==> src/rtl/multicycle_sequencer.sv <==
// Multi-cycle control FSM for the ARMv8-subset datapath: FETCH/DECODE/EXEC/MEM/WB
// with ready handshakes, per-wait timeout watchdog, illegal-opcode trap and retire counter.
module multicycle_sequencer #(
    parameter int MAX_WAIT = 16,
    parameter int CNT_W    = 32
) (
    input  logic             CLK,
    input  logic             reset,
    input  logic [10:0]      opcode,
    input  logic             zero,
    input  logic             imem_ready,
    input  logic             dmem_ready,
    output logic             imem_req,
    output logic             ir_write,
    output logic             dmem_rd,
    output logic             dmem_wr,
    output logic             pc_write,
    output logic             pc_src,
    output logic             reg2loc,
    output logic             alusrc,
    output logic             mem2reg,
    output logic             regwrite,
    output logic [3:0]       aluop,
    output logic [2:0]       signop,
    output logic [2:0]       state,
    output logic             trap,
    output logic [1:0]       trap_cause,
    output logic [CNT_W-1:0] retired
);

    localparam int WAIT_W = $clog2(MAX_WAIT + 1);

    typedef enum logic [2:0] {
        S_FETCH  = 3'd0,
        S_DECODE = 3'd1,
        S_EXEC   = 3'd2,
        S_MEM    = 3'd3,
        S_WB     = 3'd4,
        S_TRAP   = 3'd7
    } state_t;

    typedef enum logic [3:0] {
        C_NONE, C_AND, C_ORR, C_ADD, C_MOVZ, C_SUB, C_ADDI,
        C_SUBI, C_B, C_CBZ, C_LDUR, C_STUR
    } class_t;

    typedef struct packed {
        class_t     cls;
        logic       reg2loc;
        logic       alusrc;
        logic       mem2reg;
        logic [3:0] aluop;
        logic [2:0] signop;
    } ctrl_t;

    // Priority order matters: the first matching pattern defines the class.
    function automatic ctrl_t decode_op(input logic [10:0] op);
        ctrl_t c;
        c = '0;
        casez (op)
            11'b?0001010???: begin c.cls = C_AND;  c.aluop = 4'b0000; end
            11'b?0101010???: begin c.cls = C_ORR;  c.aluop = 4'b0001; end
            11'b?0?01011???: begin c.cls = C_ADD;  c.aluop = 4'b0010; end
            11'b110100101??: begin
                c.cls    = C_MOVZ;
                c.alusrc = 1'b1;
                c.aluop  = 4'b0111;
                c.signop = {1'b1, op[1:0]};
            end
            11'b?1?01011???: begin c.cls = C_SUB;  c.aluop = 4'b0110; end
            11'b?0?10001???: begin c.cls = C_ADDI; c.alusrc = 1'b1; c.aluop = 4'b0010; end
            11'b?1?10001???: begin c.cls = C_SUBI; c.alusrc = 1'b1; c.aluop = 4'b0110; end
            11'b?00101?????: begin c.cls = C_B;    c.signop = 3'b010; end
            11'b?011010????: begin
                c.cls     = C_CBZ;
                c.reg2loc = 1'b1;
                c.aluop   = 4'b0111;
                c.signop  = 3'b011;
            end
            11'b??111000010: begin
                c.cls     = C_LDUR;
                c.alusrc  = 1'b1;
                c.mem2reg = 1'b1;
                c.aluop   = 4'b0010;
                c.signop  = 3'b001;
            end
            11'b??111000000: begin
                c.cls     = C_STUR;
                c.reg2loc = 1'b1;
                c.alusrc  = 1'b1;
                c.aluop   = 4'b0010;
                c.signop  = 3'b001;
            end
            default: c = '0;
        endcase
        return c;
    endfunction

    state_t           state_q, next_state;
    logic [WAIT_W-1:0] wait_cnt;
    logic [CNT_W-1:0] retired_q;
    logic             trap_q;
    logic [1:0]       cause_q, cause_c;
    logic             count_en, last_wait, in_instr;
    logic             imem_req_c, ir_write_c, dmem_rd_c, dmem_wr_c;
    logic             pc_write_c, pc_src_c, regwrite_c;
    ctrl_t            dec, held, cur, vis;

    assign dec       = decode_op(opcode);
    assign cur       = (state_q == S_DECODE) ? dec : held;
    assign last_wait = (wait_cnt == WAIT_W'(MAX_WAIT - 1));
    assign in_instr  = (state_q == S_DECODE) || (state_q == S_EXEC) ||
                       (state_q == S_MEM)    || (state_q == S_WB);
    assign vis       = (in_instr && !reset) ? cur : '0;

    // Opcode is only guaranteed during DECODE, so the decoded fields are held for later states.
    always_ff @(posedge CLK) begin
        if (state_q == S_DECODE) held <= dec;
    end

    always_comb begin
        next_state = state_q;
        imem_req_c = 1'b0;
        ir_write_c = 1'b0;
        dmem_rd_c  = 1'b0;
        dmem_wr_c  = 1'b0;
        pc_write_c = 1'b0;
        pc_src_c   = 1'b0;
        regwrite_c = 1'b0;
        count_en   = 1'b0;
        cause_c    = 2'b00;
        case (state_q)
            S_FETCH: begin
                imem_req_c = 1'b1;
                if (imem_ready) begin
                    ir_write_c = 1'b1;
                    next_state = S_DECODE;
                end else if (last_wait) begin
                    next_state = S_TRAP;
                    cause_c    = 2'b10;
                end else begin
                    count_en = 1'b1;
                end
            end
            S_DECODE: begin
                if (dec.cls == C_NONE) begin
                    next_state = S_TRAP;
                    cause_c    = 2'b01;
                end else begin
                    next_state = S_EXEC;
                end
            end
            S_EXEC: begin
                case (cur.cls)
                    C_LDUR, C_STUR: next_state = S_MEM;
                    C_B: begin
                        pc_write_c = 1'b1;
                        pc_src_c   = 1'b1;
                        next_state = S_FETCH;
                    end
                    C_CBZ: begin
                        pc_write_c = 1'b1;
                        pc_src_c   = zero;
                        next_state = S_FETCH;
                    end
                    default: next_state = S_WB;
                endcase
            end
            S_MEM: begin
                dmem_rd_c = (cur.cls == C_LDUR);
                dmem_wr_c = (cur.cls != C_LDUR);
                if (dmem_ready) begin
                    if (cur.cls == C_LDUR) begin
                        next_state = S_WB;
                    end else begin
                        pc_write_c = 1'b1;
                        next_state = S_FETCH;
                    end
                end else if (last_wait) begin
                    next_state = S_TRAP;
                    cause_c    = 2'b11;
                end else begin
                    count_en = 1'b1;
                end
            end
            S_WB: begin
                regwrite_c = 1'b1;
                pc_write_c = 1'b1;
                next_state = S_FETCH;
            end
            S_TRAP:  next_state = S_TRAP;
            default: next_state = S_FETCH;
        endcase
    end

    always_ff @(posedge CLK or posedge reset) begin
        if (reset) begin
            state_q   <= S_FETCH;
            wait_cnt  <= '0;
            retired_q <= '0;
            trap_q    <= 1'b0;
            cause_q   <= 2'b00;
        end else begin
            state_q <= next_state;
            if (next_state != state_q)
                wait_cnt <= '0;
            else if (count_en)
                wait_cnt <= wait_cnt + 1'b1;
            if (pc_write_c)
                retired_q <= retired_q + 1'b1;
            if (next_state == S_TRAP && state_q != S_TRAP) begin
                trap_q  <= 1'b1;
                cause_q <= cause_c;
            end
        end
    end

    // Reset gates every combinational output so an abandoned instruction cannot write.
    assign imem_req   = imem_req_c & ~reset;
    assign ir_write   = ir_write_c & ~reset;
    assign dmem_rd    = dmem_rd_c  & ~reset;
    assign dmem_wr    = dmem_wr_c  & ~reset;
    assign pc_write   = pc_write_c & ~reset;
    assign pc_src     = pc_src_c   & ~reset;
    assign regwrite   = regwrite_c & ~reset;
    assign reg2loc    = vis.reg2loc;
    assign alusrc     = vis.alusrc;
    assign mem2reg    = vis.mem2reg;
    assign aluop      = vis.aluop;
    assign signop     = vis.signop;
    assign state      = state_q;
    assign trap       = trap_q;
    assign trap_cause = cause_q;
    assign retired    = retired_q;

endmodule

==> config.mk <==
export PLATFORM = sky130hd
export DESIGN_NAME = multicycle_sequencer
export DESIGN_NICKNAME = d
export VERILOG_FILES = /design/src/rtl/multicycle_sequencer.sv
export SDC_FILE = /design/constraint.sdc
export NUM_CORES = 1
export LEC_CHECK = 0
export ABC_AREA = 1
export BUFFER_PORTS_ARGS = -buffer_cell sky130_fd_sc_hd__buf_2
export CAP_MARGIN = 20
export CORE_MARGIN = 1.5
export CORE_UTILIZATION = 54
export DETAILED_ROUTE_END_ITERATION = 16
export GPL_TIMING_DRIVEN = 0
export PLACE_DENSITY_LB_ADDON = 0.2
export SLEW_MARGIN = 20
export SYNTH_ARGS = -nofsm -noshare
export SYNTH_HDL_FRONTEND = slang
export SYNTH_SLANG_ARGS = --single-unit
export TNS_END_PERCENT = 20
==> constraint.sdc <==
create_clock -name CLK -period 4.12 [get_ports CLK]
set_input_delay 0.618 -clock CLK [delete_from_list [all_inputs] [get_ports CLK]]
set_output_delay 0.618 -clock CLK [all_outputs]
set_load 0.03 [all_outputs]
; Word-level counts from Yosys, hierarchy flattened
; Index checks and enable logic that the tools add are counted.
[totals]
input_bits = 16
register_bits = 57
word_cells = 102
[op_classes]
addsub = 2
n_eq_ne = 25
reduce_logical = 17
bitwise_logic = 8
mux = 39
[op_table]
columns = cell, count
row1 = one-hot mux 4 bit (11 select lines), 1
row2 = "adder 32 x 1 -> 32 bit, second input constant", 1
row3 = "== test 9 bit, second input constant", 3
row4 = one-hot mux 3 bit (4 select lines), 2
row5 = 2-to-1 mux 1 bit, 17
row6 = "== test 4 bit, second input constant", 4
row7 = 2-to-1 mux 3 bit, 5
row8 = one-hot mux 3 bit (5 select lines), 1
row9 = 2-to-1 mux 14 bit, 1
row10 = "== test 6 x 5 -> 1 bit, second input constant", 2
row11 = "== test 6 bit, second input constant", 2
row12 = OR reduction 2 bit, 6
row13 = 2-to-1 mux 10 bit, 1
row14 = 2-to-1 mux 5 bit, 2
row15 = "== test 3 bit, second input constant", 3
row16 = 2-to-1 mux 2 bit, 4
row17 = AND 1 bit, 7
row18 = "== test 7 x 4 -> 1 bit, second input constant", 1
row19 = "== test 7 x 6 -> 1 bit, second input constant", 1
row20 = "== test 3 x 2 -> 1 bit, second input constant", 2
row21 = "== test 6 x 4 -> 1 bit, second input constant", 1
row22 = one-hot mux 2 bit (3 select lines), 1
row23 = one-hot mux 3 bit (2 select lines), 1
row24 = "adder 5 x 1 -> 5 bit, second input constant", 1
row25 = 17 further kinds, 21

; Logic depth before layout (Yosys ltp)
[depth]
ltp_word = 10
depth_mapped = 17

; Worst setup path before layout
; OpenSTA, ideal clock, no wires.
[synth_timing]
path_kind = input to output
from = input port reset
to = output port mem2reg
stages = 3
n_path_buf = 0
t_arrival_ns = 2.779
setup_slack_ns = 0.723
t_required_ns = 3.502
path_cell_list = inv_1 -> o41ai_2 -> a211oi_1
[synth_via]
elab_chain_cells = 3
[synth_rtl]
columns = item, line_no
row1 = "start, declared", 8  ; input logic reset,
row2 = zero test 1 bit (no source line), n/a
row3 = logical AND 1 bit, 114  ; assign vis = (in_instr && !reset) ? cur : '0;
row4 = 2-to-1 mux 10 bit, 114
row5 = "end, declared", 21  ; output logic mem2reg,
; No other way between the ends.

; Final worst setup path
[layout_timing]
from = register state_q[1], in the netlist state[1]
to = output port signop[2]
[layout_via]
elab_chain_cells = 6
elab_cells_between_ends = 10
[layout_rtl]
columns = item, line_no
row1 = "start, declared", 99  ; state_t state_q, next_state;
row2 = "start signal, assigned", 204  ; state_q <= next_state;
row3 = == test 3 x 1 -> 1 bit / == test 3 x 2 -> 1 bit (equally long branches), "110, 112"
row4 = logical OR 1 bit (2 in series), 112  ; assign in_instr = (state_q == S_DECODE) || (state_q == S_EXEC) ||
row5 = logical OR 1 bit, 113  ; (state_q == S_MEM) || (state_q == S_WB);
row6 = logical AND 1 bit, 114
row7 = 2-to-1 mux 10 bit (*), 114
row8 = "end, declared", 24  ; output logic [2:0] signop,
; Every way passes the cells marked *; elsewhere a longest branch is shown, timed or not.

==> metrics.csv <==
metric,value,unit
Max VDD drop,0.380,mV
Vias/cell,5.49,
global placement routability congestion,0.952,
Post-synth top flop,dfrtp_1,
"EDFF count, synth",0,
fin crit share,0.753,
H-tree levels,3,
WP data arrival,2480,ps
register bit count reported by yosys,57,
Die Width,85.7,µm
via count,3580,
vias in the first global route,3171,
Yosys warning count,0,
DP HPWL,6.94,mm
Layout Utilization,0.676,
TritonCTS sink count,57,
Pleak,2.27,nW
Layout Area Growth over Synthesis,18.3,%
post-layout instance area,4370,µm²
initial antenna violation count,0,
IO Port Bufs,69,
minimum clock period,3100,ps
largest net degree at the start of global routing,25,
Die ar.,7340,µm²
unrepaired setup endpoints after global routing,false,
max-slew violations,0,
CTS tree,yes,
Mapped Area,3690,µm²
layout cell share with drive strength beyond 1,0.249,
clk slew on worst S/H paths,70,ps
fmax,322,MHz
FF-to-FF path depth,9,
CTS Hold Bufs,0,
grt ovf,0,
final wirelength,9.10,mm
Starting Density,0.571,
"Distinct cells, synth",45,
Final nets,589,
Synthesized Nets,508,
Antenna Cells,0,
leading area contributor after synthesis,dfrtp_1,
Crit Path Category,register to output pin,
synth top area cells,"dfrtp_1 29%, nand2_1 11%, dfxtp_1 7.6%, inv_1 6.4%, nor2_1 6.1%",
pwr dens,620,nW/µm²
sequential fraction of the synthesis area,0.367,
final setup vio count,0,
clk_lat worst skew,350,ps
Fin. Hold Viols,0,
Worst setup EP type,output pin,
max_cap viols,0,
slew of the pin with the lowest slew margin,1040,ps
CTS Buffer Depth,2,
Slew headroom,0.302,
"antenna viol nets, final",0,
initial DRC count,237,
Pre-Repair DR Iteration Count,5,
GRT Util Overall,0.257,
Reg-to-Reg End,retired[18],
Fin Setup TNS,0,ps
drc violations,0,
Tot Pwr,2.71,mW
dpl cell area,4160,µm²
TritonCTS buffer count,9,
syn_area_per_cell,7.55,µm²
startpoint types,register,
Hold Path Class,primary input to asynchronous set/reset pin,
Die H,85.7,µm
first-pass GRT wire length,14.8,mm
FF-to-FF setup slack,1740,ps
Wirelength per Cell,14.0,µm
Critical R2R Launch,retired[0],
Cells after Synth,489,
postcts setup bufs,0,
Core Area,6460,µm²
Final Skew,9.54,ps
status,"finished, final reports clean",
clk root buf,clkbuf_8,
share of the synthesized area in the top cell type,0.292,
Crit path required time,3500,ps
CP max FO,10,
IO Count,71,
CTS resizes,0,
share of flip-flops with an asynchronous set or reset,0.754,
Cell Rows,29,
power by group:
part           switching [mW]  internal [mW]  total [mW]
clock network           0.248          0.296       0.544
registers               0.130          0.713       0.843
logic                   0.897          0.425        1.32
total                    1.27           1.43        2.71
cell families (layout without fill, tap and decap cells):
kind of cell | count (synthesis) | in the layout | synth area share
AOI/OAI and AO/OA | 41 | 41 | 0.0705
xor gates and xnor gates | 29 | 29 | 0.0831
and+or+nand+nor | 283 | 283 | 0.381
buffers and inverters | 76 | 162 | 0.0878
adders and majority gates | 3 | 3 | 0.0102
DFF | 57 | 57 | 0.367
cell usage in the layout, fill, tap and decap left out, types with 3 or more instances in the layout:
| cell | count |
|---|---|
| ha_1 | 3 |
| buf_4 | 4 |
| a21oi_1 | 5 |
| dfxtp_1 | 14 |
| buf_2 | 69 |
| nor4_1 | 7 |
| a211oi_1 | 4 |
| xor2_1 | 19 |
| nand2_2 | 6 |
| o21ai_1 | 16 |
| nor2_4 | 4 |
| nand2_4 | 9 |
| xnor2_1 | 3 |
| nand4_1 | 18 |
| xnor2_2 | 7 |
| nor2b_1 | 3 |
| nand3_1 | 28 |
| or2_2 | 6 |
| inv_1 | 62 |
| nand2_1 | 110 |
| nor3_1 | 19 |
| nor2_2 | 3 |
| nor2_1 | 60 |
| o21ai_0 | 3 |
| inv_2 | 7 |
| dfrtp_1 | 43 |
| o21a_1 | 3 |
| clkbuf_8 | 10 |
critical path: stages (launching register included):
cell and delay (ps):
dfrtp_1 470, nand2_1 200, nor2_2 120, o41ai_2 970, a211oi_1 140, buf_2 240
synth_stat cells (2+ instances only):
| cell | instances |
|---|---|
| nand2_1 | 110 |
| inv_1 | 63 |
| nor2_1 | 60 |
| dfrtp_1 | 43 |
| nand3_1 | 28 |
| nor3_1 | 19 |
| xor2_1 | 19 |
| nand4_1 | 18 |
| o21ai_1 | 16 |
| dfxtp_1 | 14 |
| nand2_4 | 9 |
| nor4_1 | 7 |
| xnor2_2 | 7 |
| inv_2 | 6 |
| nand2_2 | 6 |
| or2_2 | 6 |
| a21oi_1 | 5 |
| a211oi_1 | 4 |
| buf_4 | 4 |
| nor2_4 | 4 |
| ha_1 | 3 |
| nor2_2 | 3 |
| nor2b_1 | 3 |
| o21a_1 | 3 |
| o21ai_0 | 3 |
| xnor2_1 | 3 |
| a31oi_1 | 2 |
| nand3b_1 | 2 |
| nor3_2 | 2 |
| o22ai_1 | 2 |
state kept, by name (all words and copies together) (netlist names):
signal,count
retired,32
held,14
wait_cnt,5
state,3
trap_cause,2
trap,1
worst max-delay path by stage:
stage | start | endpoint | cells after the start
final | state[1] | signop[2] | 5
after floorplan | reset | mem2reg | 3
after detailed placement | opcode[4] | pc_write | 15
after global placement | reset | signop[2] | 5
after global routing | state[1] | signop[2] | 5
after CTS | state[1] | signop[2] | 5
stage by stage:
stage | hold WS (ps) | worst slack, ps | instances
2_1_floorplan | 409 | 723 | 489
3_3_place_gp | 421 | 198 | 635
3_5_place_dp | 445 | 1120 | 636
4_1_cts | 353 | 964 | 652
5_1_grt | 379 | 827 | 652
6_report | 340 | 1020 | 652
area by class of cell:
cell class	instances	area (µm²)
buffer	7	65.1
clock buffer	10	138
clock inverter	6	67.6
fill	578	2090
inverter	69	259
multi-input combinational	356	2010
sequential	57	1360
tap	77	96.3
timing repair buffer	70	373
layer usage:
metal	GRT usage	vias up	share of wire
li1	-	1746	-
met4	0.0880	0	0.018
met1	0.374	1666	0.46
met2	0.370	149	0.44
met5	0	-	0
met3	0.0693	19	0.083
Note: power is estimated with default switching activity, not from simulation.
